**src/rtl/adaptimer_pkg.sv**
```systemverilog
// Shared constants for the adaptimer read port: register map, FSM encoding,
// response codes and snapshot counter width.
package adaptimer_pkg;

    // Register offsets, selected by ARADDR[3:2]
    localparam logic [1:0] REG_TIMER_LO   = 2'd0;
    localparam logic [1:0] REG_TIMER_HI   = 2'd1;
    localparam logic [1:0] REG_SNAP_COUNT = 2'd2;
    localparam logic [1:0] REG_STATUS     = 2'd3;

    // Read-channel FSM encoding
    localparam logic [0:0] ST_IDLE = 1'b0;
    localparam logic [0:0] ST_RESP = 1'b1;

    localparam logic [1:0] RESP_OKAY = 2'b00;

    localparam int SNAP_CNT_W = 32;

endpackage

```
**src/rtl/adaptimer_read_port_if.sv**
```systemverilog
// AXI4-Lite read-channel bundle between a bus master and the adaptimer read port.
interface adaptimer_read_port_if #(
    parameter int ADDR_W = 4,
    parameter int DATA_W = 32
);
    logic [ADDR_W-1:0] S_AXI_ARADDR;
    logic              S_AXI_ARVALID;
    logic              S_AXI_ARREADY;
    logic [DATA_W-1:0] S_AXI_RDATA;
    logic [1:0]        S_AXI_RRESP;
    logic              S_AXI_RVALID;
    logic              S_AXI_RREADY;

    modport master (
        output S_AXI_ARADDR, S_AXI_ARVALID, S_AXI_RREADY,
        input  S_AXI_ARREADY, S_AXI_RDATA, S_AXI_RRESP, S_AXI_RVALID
    );

    modport slave (
        input  S_AXI_ARADDR, S_AXI_ARVALID, S_AXI_RREADY,
        output S_AXI_ARREADY, S_AXI_RDATA, S_AXI_RRESP, S_AXI_RVALID
    );
endinterface

```
**src/rtl/adaptimer_read_port_snapshot.sv**
```systemverilog
// Snapshot state for tear-free 64-bit timer reads: latched timer value,
// count of LO captures and the HI-pairing status flags.
module adaptimer_snapshot
    import adaptimer_pkg::*;
(
    input  logic                  clock,
    input  logic                  resetn,
    input  logic [63:0]           adaptimer,
    input  logic                  cap_lo,
    input  logic                  rd_hi,
    input  logic                  rd_status,
    output logic [63:0]           snapshot,
    output logic [SNAP_CNT_W-1:0] snap_count,
    output logic                  hi_pending,
    output logic                  hi_orphan
);

    // The three strobes come from one AR handshake, so at most one is set per cycle.
    always_ff @(posedge clock) begin
        if (!resetn) begin
            snapshot   <= '0;
            snap_count <= '0;
            hi_pending <= 1'b0;
            hi_orphan  <= 1'b0;
        end else if (cap_lo) begin
            snapshot   <= adaptimer;
            snap_count <= snap_count + 1'b1;
            hi_pending <= 1'b1;
        end else if (rd_hi) begin
            // A HI read without a preceding LO read returns a stale half; flag it.
            if (hi_pending)
                hi_pending <= 1'b0;
            else
                hi_orphan <= 1'b1;
        end else if (rd_status) begin
            hi_orphan <= 1'b0;
        end
    end

endmodule

```
**src/rtl/adaptimer_read_port.sv**
```systemverilog
// AXI4-Lite read-channel slave exposing the 64-bit adaptive timer through a
// 32-bit bus. Reading TIMER_LO freezes all 64 bits so TIMER_HI cannot tear.
module adaptimer_read_port
    import adaptimer_pkg::*;
#(
    parameter int C_S_AXI_DATA_WIDTH = 32,
    parameter int C_S_AXI_ADDR_WIDTH = 4
)(
    input  logic                       clock,
    input  logic                       resetn,
    input  logic [63:0]                adaptimer,
    adaptimer_read_port_if.slave       bus
);

    logic [0:0]            state;
    logic                  arready;
    logic                  rvalid;
    logic [31:0]           rdata;
    logic [31:0]           rdata_next;
    logic [1:0]            reg_sel;
    logic                  ar_hs;
    logic [63:0]           snapshot;
    logic [SNAP_CNT_W-1:0] snap_count;
    logic                  hi_pending;
    logic                  hi_orphan;
    logic                  unused_bits;

    assign reg_sel = bus.S_AXI_ARADDR[3:2];
    assign ar_hs   = (state == ST_IDLE) && arready && bus.S_AXI_ARVALID;

    // Byte-lane bits and the low snapshot half are never read back.
    assign unused_bits = ^{bus.S_AXI_ARADDR[1:0], snapshot[31:0]};

    adaptimer_snapshot u_snap (
        .clock      (clock),
        .resetn     (resetn),
        .adaptimer  (adaptimer),
        .cap_lo     (ar_hs && (reg_sel == REG_TIMER_LO)),
        .rd_hi      (ar_hs && (reg_sel == REG_TIMER_HI)),
        .rd_status  (ar_hs && (reg_sel == REG_STATUS)),
        .snapshot   (snapshot),
        .snap_count (snap_count),
        .hi_pending (hi_pending),
        .hi_orphan  (hi_orphan)
    );

    // Read-data select; all sources are the values before this cycle's update.
    always_comb begin
        rdata_next = '0;
        case (reg_sel)
            REG_TIMER_LO:   rdata_next = adaptimer[31:0];
            REG_TIMER_HI:   rdata_next = snapshot[63:32];
            REG_SNAP_COUNT: rdata_next = snap_count;
            REG_STATUS:     rdata_next = {30'b0, hi_orphan, hi_pending};
            default:        rdata_next = '0;
        endcase
    end

    // Single-outstanding read FSM; ARREADY is registered so it stays low during reset.
    always_ff @(posedge clock) begin
        if (!resetn) begin
            state   <= ST_IDLE;
            arready <= 1'b0;
            rvalid  <= 1'b0;
            rdata   <= '0;
        end else begin
            case (state)
                ST_IDLE: begin
                    arready <= 1'b1;
                    if (ar_hs) begin
                        state   <= ST_RESP;
                        arready <= 1'b0;
                        rvalid  <= 1'b1;
                        rdata   <= rdata_next;
                    end
                end
                ST_RESP: begin
                    if (bus.S_AXI_RREADY) begin
                        state   <= ST_IDLE;
                        arready <= 1'b1;
                        rvalid  <= 1'b0;
                    end
                end
                default: begin
                    state   <= ST_IDLE;
                    arready <= 1'b0;
                    rvalid  <= 1'b0;
                end
            endcase
        end
    end

    assign bus.S_AXI_ARREADY = arready;
    assign bus.S_AXI_RVALID  = rvalid;
    assign bus.S_AXI_RDATA   = rdata;
    assign bus.S_AXI_RRESP   = RESP_OKAY;

endmodule

```
**src/flat_wrapper.sv**
```systemverilog
// flat-port wrapper written by rule: the top's interface ports become plain ports
module adaptimer_read_port_flat import adaptimer_pkg::*;
#(
    parameter int C_S_AXI_DATA_WIDTH = 32,
    parameter int C_S_AXI_ADDR_WIDTH = 4
)
  (clock, resetn, adaptimer, bus_S_AXI_ARADDR, bus_S_AXI_ARVALID, bus_S_AXI_RREADY, bus_S_AXI_ARREADY, bus_S_AXI_RDATA, bus_S_AXI_RRESP, bus_S_AXI_RVALID);
  adaptimer_read_port_if #(.ADDR_W(4), .DATA_W(32)) bus_i ();
  input  logic clock;
  input  logic resetn;
  input  logic [63:0] adaptimer;
  input wire logic [$bits(bus_i.S_AXI_ARADDR)-1:0] bus_S_AXI_ARADDR;
  input wire logic [$bits(bus_i.S_AXI_ARVALID)-1:0] bus_S_AXI_ARVALID;
  input wire logic [$bits(bus_i.S_AXI_RREADY)-1:0] bus_S_AXI_RREADY;
  output wire logic [$bits(bus_i.S_AXI_ARREADY)-1:0] bus_S_AXI_ARREADY;
  output wire logic [$bits(bus_i.S_AXI_RDATA)-1:0] bus_S_AXI_RDATA;
  output wire logic [$bits(bus_i.S_AXI_RRESP)-1:0] bus_S_AXI_RRESP;
  output wire logic [$bits(bus_i.S_AXI_RVALID)-1:0] bus_S_AXI_RVALID;
  assign bus_i.S_AXI_ARADDR = bus_S_AXI_ARADDR;
  assign bus_i.S_AXI_ARVALID = bus_S_AXI_ARVALID;
  assign bus_i.S_AXI_RREADY = bus_S_AXI_RREADY;
  assign bus_S_AXI_ARREADY = bus_i.S_AXI_ARREADY;
  assign bus_S_AXI_RDATA = bus_i.S_AXI_RDATA;
  assign bus_S_AXI_RRESP = bus_i.S_AXI_RRESP;
  assign bus_S_AXI_RVALID = bus_i.S_AXI_RVALID;
  adaptimer_read_port #(.C_S_AXI_DATA_WIDTH(C_S_AXI_DATA_WIDTH), .C_S_AXI_ADDR_WIDTH(C_S_AXI_ADDR_WIDTH)) u_core (.clock(clock), .resetn(resetn), .adaptimer(adaptimer), .bus(bus_i));
endmodule
```
**config.mk**
```make
export PLATFORM = sky130hd
export DESIGN_NAME = adaptimer_read_port_flat
export DESIGN_NICKNAME = d
export VERILOG_FILES = /design/src/rtl/adaptimer_pkg.sv /design/src/rtl/adaptimer_read_port_if.sv /design/src/rtl/adaptimer_read_port_snapshot.sv /design/src/rtl/adaptimer_read_port.sv /design/src/flat_wrapper.sv
export SDC_FILE = /design/constraint.sdc
export NUM_CORES = 1
export LEC_CHECK = 0
export BUFFER_PORTS_ARGS = -buffer_cell sky130_fd_sc_hd__buf_4
export CORE_MARGIN = 1
export CORE_UTILIZATION = 41
export CTS_CLUSTER_SIZE = 8
export DETAILED_ROUTE_END_ITERATION = 7
export REMOVE_ABC_BUFFERS = 1
export SYNTH_ARGS = -nofsm -noshare
export SYNTH_HDL_FRONTEND = slang
export SYNTH_HIERARCHICAL = 1
export SYNTH_SLANG_ARGS = --single-unit
```
**constraint.sdc**
```tcl
create_clock -name clock -period 5.59 [get_ports clock]
set_input_delay 0.559 -clock clock [delete_from_list [all_inputs] [get_ports clock]]
set_output_delay 0.559 -clock clock [all_outputs]
set_load 0.02 [all_outputs]
```
### Word level (Yosys, flattened, before mapping)

Cells that the tools add are included.

| cells by class | value |
|---|---|
| equal/unequal tests | 6 |
| muxes and demuxes | 15 |
| add/sub/neg operators | 1 |
| $lt $le $gt $ge | 0 |
| reductions and logical operators | 11 |
| divide/modulo/power cells | 0 |
| multiply operators | 0 |
| shift-type cells | 0 |
| bitwise logic cells | 2 |

Operators with widths:

| kind | count |
|---|---|
| case mux 32 bit (4 select lines) | 1 |
| adder 32 x 1 -> 32 bit, second input constant | 1 |
| two-way mux 1 bit | 11 |
| case mux 1 bit (2 select lines) | 3 |
| logical AND 1 bit | 5 |
| equality test 2 bit, second input constant | 2 |
| inequality test 2 bit, second input constant | 2 |
| AND reduction 2 bit | 2 |
| nonzero test 2 bit | 2 |
| AND reduction 3 bit | 1 |
| equality test 2 x 1 -> 1 bit, second input constant | 1 |
| zero test 2 bit | 1 |
| inequality test 2 x 1 -> 1 bit, second input constant | 1 |
| NOT 1 bit | 2 |

| storage, ports and cells | value |
|---|---|
| memories | 0 |
| bits in read-only memories | 0 |
| bits in writable memories | 0 |
| bits in latches | 0 |
| input port bits | 72 |
| bits in registers | 133 |

### Depth between registers and ports, before layout

Gate-level depths: netlist of run 1.

| depth | value |
|---|---|
| word-level depth | 6 |
| mapped depth | 9 |
| gate-level depth less buffers | 6 |

### Hierarchy

The synthesis of run 1 kept the hierarchy.

By module, submodules not included:

| module | cells each | area each (um^2) | seq. area each (um^2) | instances |
|---|---|---|---|---|
| adaptimer_snapshot | 393 | 3,811.2 | 1,961.9 | 1 |
| adaptimer_read_port | 199 | 1,929.4 | 700.7 | 1 |

### Least setup slack after synthesis of run 1

OpenSTA, ideal clock, no wires.

| timing path | value |
|---|---|
| path kind | input -> register |
| from | in bus_S_AXI_ARADDR[2] |
| to | reg u_core.u_snap.snap_count[21] |
| path slack | 3.095 ns |
| path buffers | 3 |
| data arrival time | 2.424 ns |
| required time | 5.520 ns |
| stages | 8 |
| cell sequence | buf_6 clkbuf_1 nor3_1 nand4_1 or4_4 buf_6 or4_1 a21oi_1 |

| on the way | value |
|---|---|
| cells in the longest elaborated chain, start to end | 2 |

RTL lines:

| element | line | RTL |
|---|---|---|
| from (decl) | flat_wrapper.sv:12 | `input wire logic [$bits(bus_i.S_AXI_ARADDR)-1:0] bus_S_AXI_ARADDR;` |
| zero test 2 bit | adaptimer_read_port.sv:38 | `.cap_lo (ar_hs && (reg_sel == REG_TIMER_LO)),` |
| logical AND 1 bit | adaptimer_read_port.sv:38 |  |
| to (signal assigned) | adaptimer_read_port_snapshot.sv:27 | `snap_count <= snap_count + 1'b1;` |
| to (decl) | adaptimer_read_port_snapshot.sv:13 | `output logic [SNAP_CNT_W-1:0] snap_count,` |

Every way passes these cells.
A chain may end at the register's enable or synchronous reset.

### Worst setup path in the final report of run 1

| timing path | value |
|---|---|
| from | in bus_S_AXI_ARADDR[3] |
| to | reg u_core.u_snap.snap_count[27] |

The elaborated chain is that of the path after synthesis.

==> key figures, run 1 <==
STA
  – Hold Vio Cnt, Final: 0
  – Final setup skew: 0.00829 ns
  – Unrepaired setup endpoints after global routing: no
  – Fin crit period: 2.77 ns
  – Fmax: 362 MHz
  – Worst Max-Slew Pin Slew: 1.11 ns
  – Hold Worst Slack: 0.457 ns
  – Final Max Slew Viols: 0
  – Worst slew margin: 26.0%
  – Setup violations, final: 0
  – Tcrit/Tclk final: 49.5%

Clock tree
  – Root Driver: clkbuf_16
  – CTS HTree Levels: 3
  – CTS Buffer Depth: 2
  – Clock Latency Late Sink: 0.34 ns
  – Clock Sinks: 101
  – CTS resizes: 0
  – Hold buffers post-CTS: 0
  – Clock slew at reported path FFs: 0.07 ns
  – CTS tree: yes
  – TritonCTS buffer count: 9
  – Postcts setup bufs: 0

Drt
  – Via/cell ratio: 5.40
  – DRC marker count from the first detailed-route iteration: 222
  – Drt wl/cell: 15.7 um
  – Detailed-route DRC error count: 0
  – Routed wire length: 11200 um
  – Antenna-violating nets left: 0
  – 1st-pass router iterations: 4
  – Vias: 3834

Synth
  – Synth Instances: 491
  – Synth warn: 6
  – Post-Syn Area: 4640 um2
  – Syn_area_per_cell: 9.45 um2

Pwr
  – Static leakage: 2.22 nW
  – VDD IR max: 134 uV
  – Overall power: 1.61 mW
  – PwrDens: 284 nW/um2

Final layout
  – Final #Nets: 638
  – Area growth from synthesis to layout: 22.2%
  – Fill cell count: 1038
  – Layout cell share with drive strength beyond 1: 23.3%
  – Cell area after layout: 5670 um2
  – Commonest non-fill, non-tap cell in the layout: buf_4
  – Ant diodes: 0
  – Leading cell types in the layout, fill and taps excluded: buf_4, dfxtp_1, mux2i_1, a21oi_1, nor2_1

Worst setup path
  – Critical path arrival: 3.03 ns
  – End of the critical path: u_core/u_snap/snap_count[27]$_SDFFE_PN0P_
  – Crit path launch: bus_S_AXI_ARADDR[3]
  – Flop2flop setup slack: 2.85 ns
  – Worst-path maximum fanout: 35
  – Crit start category: input pin
  – Worst setup path class: input pin to flop
  – RR Endpoint: u_core/u_snap/snap_count[27]$_SDFFE_PN0P_
  – Crit. End Element: flop
  – Worst r2r src: u_core/state$_SDFF_PN0_
  – Reg2reg path depth: 7
  – Worst path required time: 5.86 ns

Floorplanning
  – Die width: 108 um
  – I/O pins: 108
  – Die Y: 108 um
  – Core area: 10900 um2
  – Std-Cell Rows: 38
  – Starting Density: 42.4%
  – Die area: 11700 um2

Global route
  – Overall routing resource usage: 19.6%
  – Overflow after GRT: 0
  – Initial antenna violation count: 0
  – Number of global-route vias before repair: 3675
  – Global-route wire length before repair: 18100 um
  – Largest net degree at the start of global routing: 66

Place
  – Port Buffers: 103
  – Gpl congestion: 0.752
  – Post-DP HPWL: 6990 um
  – DP Area: 5350 um2

Job
  – Maxcap violations: 0

Run status
  – Status: finished, final reports clean

Worst hold path
  – Hold Crit Class: input pin to flop
## critical path, stage by stage
cell and delay (ns):
buf_4 0.30, nor3_2 0.25, buf_4 0.38, nand4_1 0.18
or4_4 0.65, or4_1 0.54, a21oi_1 0.14
## how the worst min path moves through the flow
stage	slack [ns]	depth (start not counted)	startpoint	endpoint
final	0.46	3	adaptimer[50]	u_core/u_snap/snapshot[50]$_SDFFE_PN0P_
after detailed placement	0.45	2	u_core/bus.S_AXI_RDATA[0]$_SDFFE_PN0N_	u_core/bus.S_AXI_RDATA[0]$_SDFFE_PN0N_
after global routing	0.46	3	adaptimer[48]	u_core/u_snap/snapshot[48]$_SDFFE_PN0P_
after CTS	0.44	3	adaptimer[50]	u_core/u_snap/snapshot[50]$_SDFFE_PN0P_
after global placement	0.44	2	u_core/bus.S_AXI_RDATA[1]$_SDFFE_PN0N_	u_core/bus.S_AXI_RDATA[1]$_SDFFE_PN0N_
after floorplan	0.44	2	u_core/u_snap/snap_count[31]$_SDFFE_PN0P_	u_core/u_snap/snap_count[31]$_SDFFE_PN0P_
## report_power, final
part	leakage (nW)	switching (mW)	internal (mW)
sequential	0.820	0.0113	0.742
combinational	1.24	0.0946	0.0898
clock	0.158	0.269	0.404
total	2.22	0.375	1.24
## final cells by class
cell class	instances	area (um2)	area share (%)
clock buffer	10	239	4.21
sequential	101	2020	35.7
multi-input combinational	338	2320	40.9
clock inverter	6	86.3	1.52
timing repair buffer	106	796	14.0
tap	140	175	3.09
inverter	9	33.8	0.596
## registers in the layout (all words and copies together) (netlist names)
signal	cells
u_core/u_snap/snap_count	32
u_core/u_snap/hi_pending	1
u_core/state	1
u_core/bus.S_AXI_RVALID	1
u_core/bus.S_AXI_ARREADY	1
u_core/bus.S_AXI_RDATA	32
u_core/u_snap/hi_orphan	1
u_core/u_snap/snapshot	32
## metal layers
layer  share of wire [%]  global-route usage (%)  up-vias  routed length, um
li1                    -                       -     1931                  -
met1                  47                    25.9     1825               5300
met2                  48                    32.7       69               5400
met3                 3.0                    2.23        9                336
met4                 1.1                    7.63        0                125
met5                   0                       0        -                  0
## stage by stage
stage | setup slack, ns | setup TNS, ns | utilization (%) | instances
2_1_floorplan | -0.819 | -12.58 | - | 448
3_3_place_gp | 2.54 | 0 | 48.9 | 694
3_5_place_dp | 2.48 | 0 | 48.9 | 694
4_1_cts | 2.83 | 0 | 51.9 | 710
5_1_grt | 2.63 | 0 | 51.9 | 710
6_report | 2.82 | 0 | 51.9 | 710
(Power assumes the default switching activity.)
==> run 2, diff against run 1 <==
==> constraint.sdc (replaced) <==
create_clock -name clock -period 2.3 [get_ports clock]
set_input_delay 0.23 -clock clock [delete_from_list [all_inputs] [get_ports clock]]
set_output_delay 0.23 -clock clock [all_outputs]
set_load 0.02 [all_outputs]
==> key figures, run 2 (synthesis results as in run 1) <==
STA
  – Fmax: 438 MHz
  – Final Max Slew Viols: 0 (unchanged)
  – Tcrit/Tclk final: 99.3%
  – Total negative setup slack: 0 ns (unchanged)
  – Worst slew margin: 59.7% (+34 points)
  – Unrepaired setup endpoints after global routing: yes
  – Setup violations, final: 0 (unchanged)
  – Fin crit period: 2.28 ns
  – Hold Vio Cnt, Final: 0 (unchanged)
  – Final setup skew: 0.00994 ns (+0.00165 ns)
  – Worst Max-Slew Pin Slew: 0.605 ns (-0.505 ns)

Place
  – Post-DP HPWL: 7720 um (+11%)
  – Gpl congestion: 0.767 (+2.0%)
  – DP Area: 5450 um2 (+2.0%)
  – Port Buffers: 103 (unchanged)

Drt
  – Routed wire length: 11900 um (+6.5%)
  – DRC marker count from the first detailed-route iteration: 255 (+15%)
  – Vias: 3960 (+3.3%)
  – Via/cell ratio: 5.47 (+1.3%)
  – Drt wl/cell: 16.4 um (+4.4%)
  – 1st-pass router iterations: 4 (unchanged)
  – Antenna-violating nets left: 0 (unchanged)
  – Detailed-route DRC error count: 0 (unchanged)

Clock tree
  – Root Driver: clkbuf_16
  – CTS HTree Levels: 3 (unchanged)
  – CTS Buffer Depth: 2 (unchanged)
  – Clock Sinks: 101 (unchanged)
  – TritonCTS buffer count: 9 (unchanged)
  – Clock Latency Late Sink: 0.34 ns (about the same)
  – Hold buffers post-CTS: 0 (unchanged)
  – CTS tree: yes
  – Clock slew at reported path FFs: 0.07 ns (about the same)

Worst hold path
  – Hold Crit Class: input pin to flop
  – Hold_sp: adaptimer[36]
  – Hold path cells: 3 (unchanged)
  – Hold Path Sink: u_core/u_snap/snapshot[36]$_SDFFE_PN0P_

Final layout
  – Leading cell types in the layout, fill and taps excluded: buf_4, dfxtp_1, mux2i_1, nor2_1, a21oi_1
  – Ant diodes: 0 (unchanged)
  – Final #Nets: 652 (+2.2%)
  – Cell area after layout: 5810 um2 (+2.4%)
  – Layout cell share with drive strength beyond 1: 25.7% (+2.4 points)
  – Area growth from synthesis to layout: 25.1%
  – Commonest non-fill, non-tap cell in the layout: buf_4

Worst setup path
  – Worst r2r src: u_core/state$_SDFF_PN0_
  – Crit. End Element: flop
  – RR Endpoint: u_core/u_snap/snap_count[22]$_SDFFE_PN0P_
  – Critical path arrival: 2.56 ns (-0.47 ns)
  – Worst setup path class: flop to flop
  – CP top delay family: simple AND/OR/NAND/NOR gates
  – Most frequent CP cell: or4_4
  – CP peak stage delay: 0.52 ns (-0.13 ns)
  – Reg2reg path depth: 7 (unchanged)
  – Buf/Inv on CP: 1 (-1)
  – Crit start category: flop
  – Flop2flop setup slack: 0.02 ns (-2.83 ns)
  – Cells along the critical path: nand3b_1 -> nor3_4 -> nand4_1 -> buf_4 -> or4_4 -> or4_4 -> a21oi_2
  – CP max-delay cell: or4_4
  – Worst-path maximum fanout: 5 (-86%)
  – Worst path required time: 2.57 ns (-3.29 ns)

Pwr
  – Overall power: 3.84 mW (+140%)
  – Static leakage: 2.28 nW (+2.8%)
  – VDD IR max: 390 uV (+190%)
  – PwrDens: 662 nW/um2 (+130%)

Run status
  – Status: finished, final reports clean

Floorplanning
  – Std-Cell Rows: 38 (unchanged)
  – Die width: 108 um (unchanged)
  – Core area: 10900 um2 (unchanged)
  – Die area: 11700 um2 (unchanged)
  – Starting Density: 42.4% (unchanged)
  – I/O pins: 108 (unchanged)
  – Die Y: 108 um (unchanged)

Global route
  – Overflow after GRT: 0 (unchanged)
  – Number of global-route vias before repair: 3691 (+0.44%)
  – Initial antenna violation count: 0 (unchanged)
  – Overall routing resource usage: 20.2% (+0.54 points)
  – Global-route wire length before repair: 18500 um (+2.6%)
  – Largest net degree at the start of global routing: 40 (-39%)

Job
  – Maxcap violations: 0 (unchanged)
[run 2: final cells by class]
class	count	area, um2
Timing Repair Buffer	118	911
Inverter	9	33.8
Tap cell	140	175
Fill cell	1019	5130
Clock inverter	5	60.1
Sequential cell	101	2020
Clock buffer	11	243
Multi-Input combinational cell	340	2360
[run 2: how the worst max path moves through the flow]
stage / start / to / cells after the start
CTS: u_core/state$_SDFF_PN0_ / u_core/u_snap/snap_count[31]$_SDFFE_PN0P_ / 6
global placement: u_core/state$_SDFF_PN0_ / u_core/u_snap/snap_count[29]$_SDFFE_PN0P_ / 6
detailed placement: u_core/state$_SDFF_PN0_ / u_core/u_snap/snap_count[23]$_SDFFE_PN0P_ / 6
global route: u_core/state$_SDFF_PN0_ / u_core/u_snap/snap_count[22]$_SDFFE_PN0P_ / 7
finish: u_core/state$_SDFF_PN0_ / u_core/u_snap/snap_count[22]$_SDFFE_PN0P_ / 7
floorplan: u_core/bus.S_AXI_ARREADY$_SDFFE_PN0P_ / u_core/u_snap/snap_count[15]$_SDFFE_PN0P_ / 6
[run 2: timing repair]
| item | in CTS | in global routing |
|---|---|---|
| resized for setup | 0 | 7 |
| setup buffers | 0 | 1 |
| endpoints found under the setup margin | 0 | 11 |
[run 2: where the power goes]
part	total, mW	switching (mW)	internal [mW]
clock	1.54	0.660	0.876
combinational	0.473	0.239	0.234
sequential	1.83	0.0283	1.80
total	3.84	0.928	2.91
[run 2: per-stage QoR]
| stage | util [%] | setup slack (ns) | std cells | hold WS [ns] |
|---|---|---|---|---|
| 2_1_floorplan | - | -4.05 | 448 | 0.353 |
| 3_3_place_gp | 49.9 | 0.0923 | 705 | 0.445 |
| 3_5_place_dp | 49.9 | 0.0416 | 705 | 0.451 |
| 4_1_cts | 52.6 | 0.0326 | 721 | 0.115 |
| 5_1_grt | 53.1 | -0.0551 | 724 | 0.115 |
| 6_report | 53.1 | 0.0165 | 724 | 0.123 |
[run 2: worst min-delay path, cell delays in order]
cell and delay [ns]:
buf_4 0.07, mux2i_1 0.05, nor2_1 0.07
[run 2: metal layers]
metal  vias to the layer above  wire length (um)  global-route usage (%)
li1                       1973                 -                       -
met1                      1879              5410                    27.3
met2                       103              5800                    33.4
met3                         5               605                    2.89
met4                         0                67                    5.50
met5                         -                 0                       0
==> run 3, diff against run 2 <==
--- a/config.mk
+++ b/config.mk
@@ -10,6 +10,7 @@
 export CORE_UTILIZATION = 41
 export CTS_CLUSTER_SIZE = 8
 export DETAILED_ROUTE_END_ITERATION = 7
+export GPL_TIMING_DRIVEN = 0
 export REMOVE_ABC_BUFFERS = 1
 export SYNTH_ARGS = -nofsm -noshare
 export SYNTH_HDL_FRONTEND = slang
==> key figures, run 3 (synthesis results as in run 1) <==
Worst setup path
  – Flop2flop setup slack: -0.21 ns (-0.23 ns)
  – Crit start category: flop
  – CP peak stage delay: 0.54 ns (+0.02 ns)
  – Critical path arrival: 2.77 ns (+0.21 ns)
  – Cells along the critical path: nand3b_1 -> nor3_4 -> buf_6 -> buf_12 -> nand4_1 -> buf_4 -> or4_4 -> or4_1 -> a21oi_1
  – CP max-delay cell: or4_4
  – Worst path required time: 2.56 ns (about the same)
  – Buf/Inv on CP: 3 (+2)
  – CP top delay family: simple AND/OR/NAND/NOR gates
  – Worst setup path class: flop to flop
  – Crit. End Element: flop
  – Worst-path maximum fanout: 5 (unchanged)

Worst hold path
  – Hold Crit Class: input pin to flop

Job
  – Maxcap violations: 0 (unchanged)

Final layout
  – Cell area after layout: 5890 um2 (+1.5%)
  – Area growth from synthesis to layout: 27.0%
  – Fill cell count: 1020 (+0.098%)
  – Ant diodes: 0 (unchanged)
  – Layout cell share with drive strength beyond 1: 27.7% (+2.0 points)
  – Commonest non-fill, non-tap cell in the layout: buf_4
  – Leading cell types in the layout, fill and taps excluded: buf_4, dfxtp_1, mux2i_1, a21oi_1, nor2_1
  – Final #Nets: 657 (+0.77%)
  – Fin cells: 728 (+0.55%)

Drt
  – 1st-pass router iterations: 5 (+1)
  – DRC marker count from the first detailed-route iteration: 235 (-7.8%)
  – Vias: 3990 (+0.76%)
  – Routed wire length: 11900 um (-0.20%)
  – Detailed-route DRC error count: 0 (unchanged)
  – Via/cell ratio: 5.48 (+0.20%)
  – Drt wl/cell: 16.3 um (-0.75%)
  – Antenna-violating nets left: 0 (unchanged)

Global route
  – GR Util met3: 2.89% (unchanged)
  – GRT Max-Usage Layer: met2
  – Overflow after GRT: 0 (unchanged)
  – Grt met1 use: 26.2% (-1.1 points)
  – Largest net degree at the start of global routing: 64 (+60%)
  – Routing usage on met2: 33.2% (-0.18 points)
  – Global-route wire length before repair: 18300 um (-1.3%)
  – Number of global-route vias before repair: 3684 (-0.19%)
  – Overall routing resource usage: 20.2% (about the same)
  – Initial antenna violation count: 0 (unchanged)

Floorplanning
  – Core area: 10900 um2 (unchanged)
  – Die area: 11700 um2 (unchanged)
  – Std-Cell Rows: 38 (unchanged)
  – Die width: 108 um (unchanged)
  – I/O pins: 108 (unchanged)
  – Starting Density: 42.4% (unchanged)
  – Die Y: 108 um (unchanged)

Clock tree
  – Clock Sinks: 101 (unchanged)
  – CTS tree: yes
  – Clock Latency Late Sink: 0.35 ns (about the same)
  – Hold buffers post-CTS: 0 (unchanged)
  – Root Driver: clkbuf_16
  – TritonCTS buffer count: 9 (unchanged)
  – CTS Buffer Depth: 2 (unchanged)
  – CTS HTree Levels: 3 (unchanged)
  – Clock slew at reported path FFs: 0.07 ns (about the same)

STA
  – Fmax: 398 MHz (-9.0%)
  – Unrepaired setup endpoints after global routing: yes
  – Final Max Slew Viols: 0 (unchanged)
  – Final setup skew: 0.00910 ns (-0.000839 ns)
  – Hold Vio Cnt, Final: 0 (unchanged)
  – Setup violations, final: 14 (+14)
  – Final setup margin: -0.210 ns (-0.227 ns)
  – Tcrit/Tclk final: 109% (+9.9 points)
  – Fin crit period: 2.51 ns (+0.227 ns)
  – Worst slew margin: 23.1% (-37 points)
  – Worst Max-Slew Pin Slew: 1.15 ns (+0.547 ns)
  – Hold Worst Slack: 0.120 ns (-0.00364 ns)

Run status
  – Status: complete, but fails checks
  – Failing checks: setup timing

Pwr
  – Static leakage: 2.31 nW (+1.2%)
  – PwrDens: 628 nW/um2 (-5.1%)
  – Overall power: 3.70 mW (-3.7%)
  – VDD IR max: 278 uV (-29%)

Place
  – Placed Cells incl. Taps: 697 (-1.1%)
  – DP Area: 5400 um2 (-0.99%)
  – Gpl congestion: 0.729 (-5.0%)
  – Post-DP HPWL: 7200 um (-6.7%)
  – Port Buffers: 103 (unchanged)
## run 3: report_power, final
part	switching, mW	leakage (nW)	internal, mW
Clock	0.648	0.127	0.754
Sequential	0.0276	0.820	1.80
Combinational	0.235	1.36	0.230
## run 3: what timing repair did
item                                    CTS  global route
cloned                                    3             0
gates resized for setup                  14             8
endpoints found under the setup margin   26            21
buffers inserted                          9             5
pin swaps                                14             9
## run 3: area by class of cell
| cell class | instances | area [um2] | area share (%) |
|---|---|---|---|
| Multi-Input combinational cell | 341 | 2440 | 41.4 |
| Sequential cell | 101 | 2020 | 34.4 |
| Timing Repair Buffer | 122 | 952 | 16.2 |
| Clock buffer | 11 | 243 | 4.12 |
| Tap cell | 140 | 175 | 2.97 |
| Inverter | 9 | 33.8 | 0.573 |
| Clock inverter | 4 | 25.0 | 0.425 |
## run 3: routing by layer
layer | routed length, um | part of all wire (%)
met5 | 0 | 0
met1 | 5540 | 47
met3 | 445 | 3.8
met2 | 5650 | 48
met4 | 225 | 1.9
## run 3: worst paths after layout
| check | from | to | cells past startpoint |
|---|---|---|---|
| max | u_core/state$_SDFF_PN0_ | u_core/u_snap/snap_count[19]$_SDFFE_PN0P_ | 9 |
| min | adaptimer[52] | u_core/u_snap/snapshot[52]$_SDFFE_PN0P_ | 3 |
| max reg2reg | u_core/state$_SDFF_PN0_ | u_core/u_snap/snap_count[19]$_SDFFE_PN0P_ | 9 |
| min reg2reg | u_core/bus.S_AXI_RDATA[0]$_SDFFE_PN0N_ | u_core/bus.S_AXI_RDATA[0]$_SDFFE_PN0N_ | 2 |
## run 3: worst register-to-register path, delay by kind of cell (launching register included)
kind                   cells  cell delay [ns]
and+or+nand+nor            5             1.53
buffers and inverters      3             0.42
AOI/OAI and AO/OA          1             0.17
DFF                        1             0.32
## run 3: per-stage QoR
stage	setup TNS [ns]	setup WS, ns	util [%]
finish	-1.59	-0.210	53.9
global route	-3.24	-0.318	53.9
CTS	-2.79	-0.231	53.1
detailed placement	-17.01	-0.961	49.4
global placement	-346.08	-6.96	48.6
floorplan	-201.51	-4.05	-
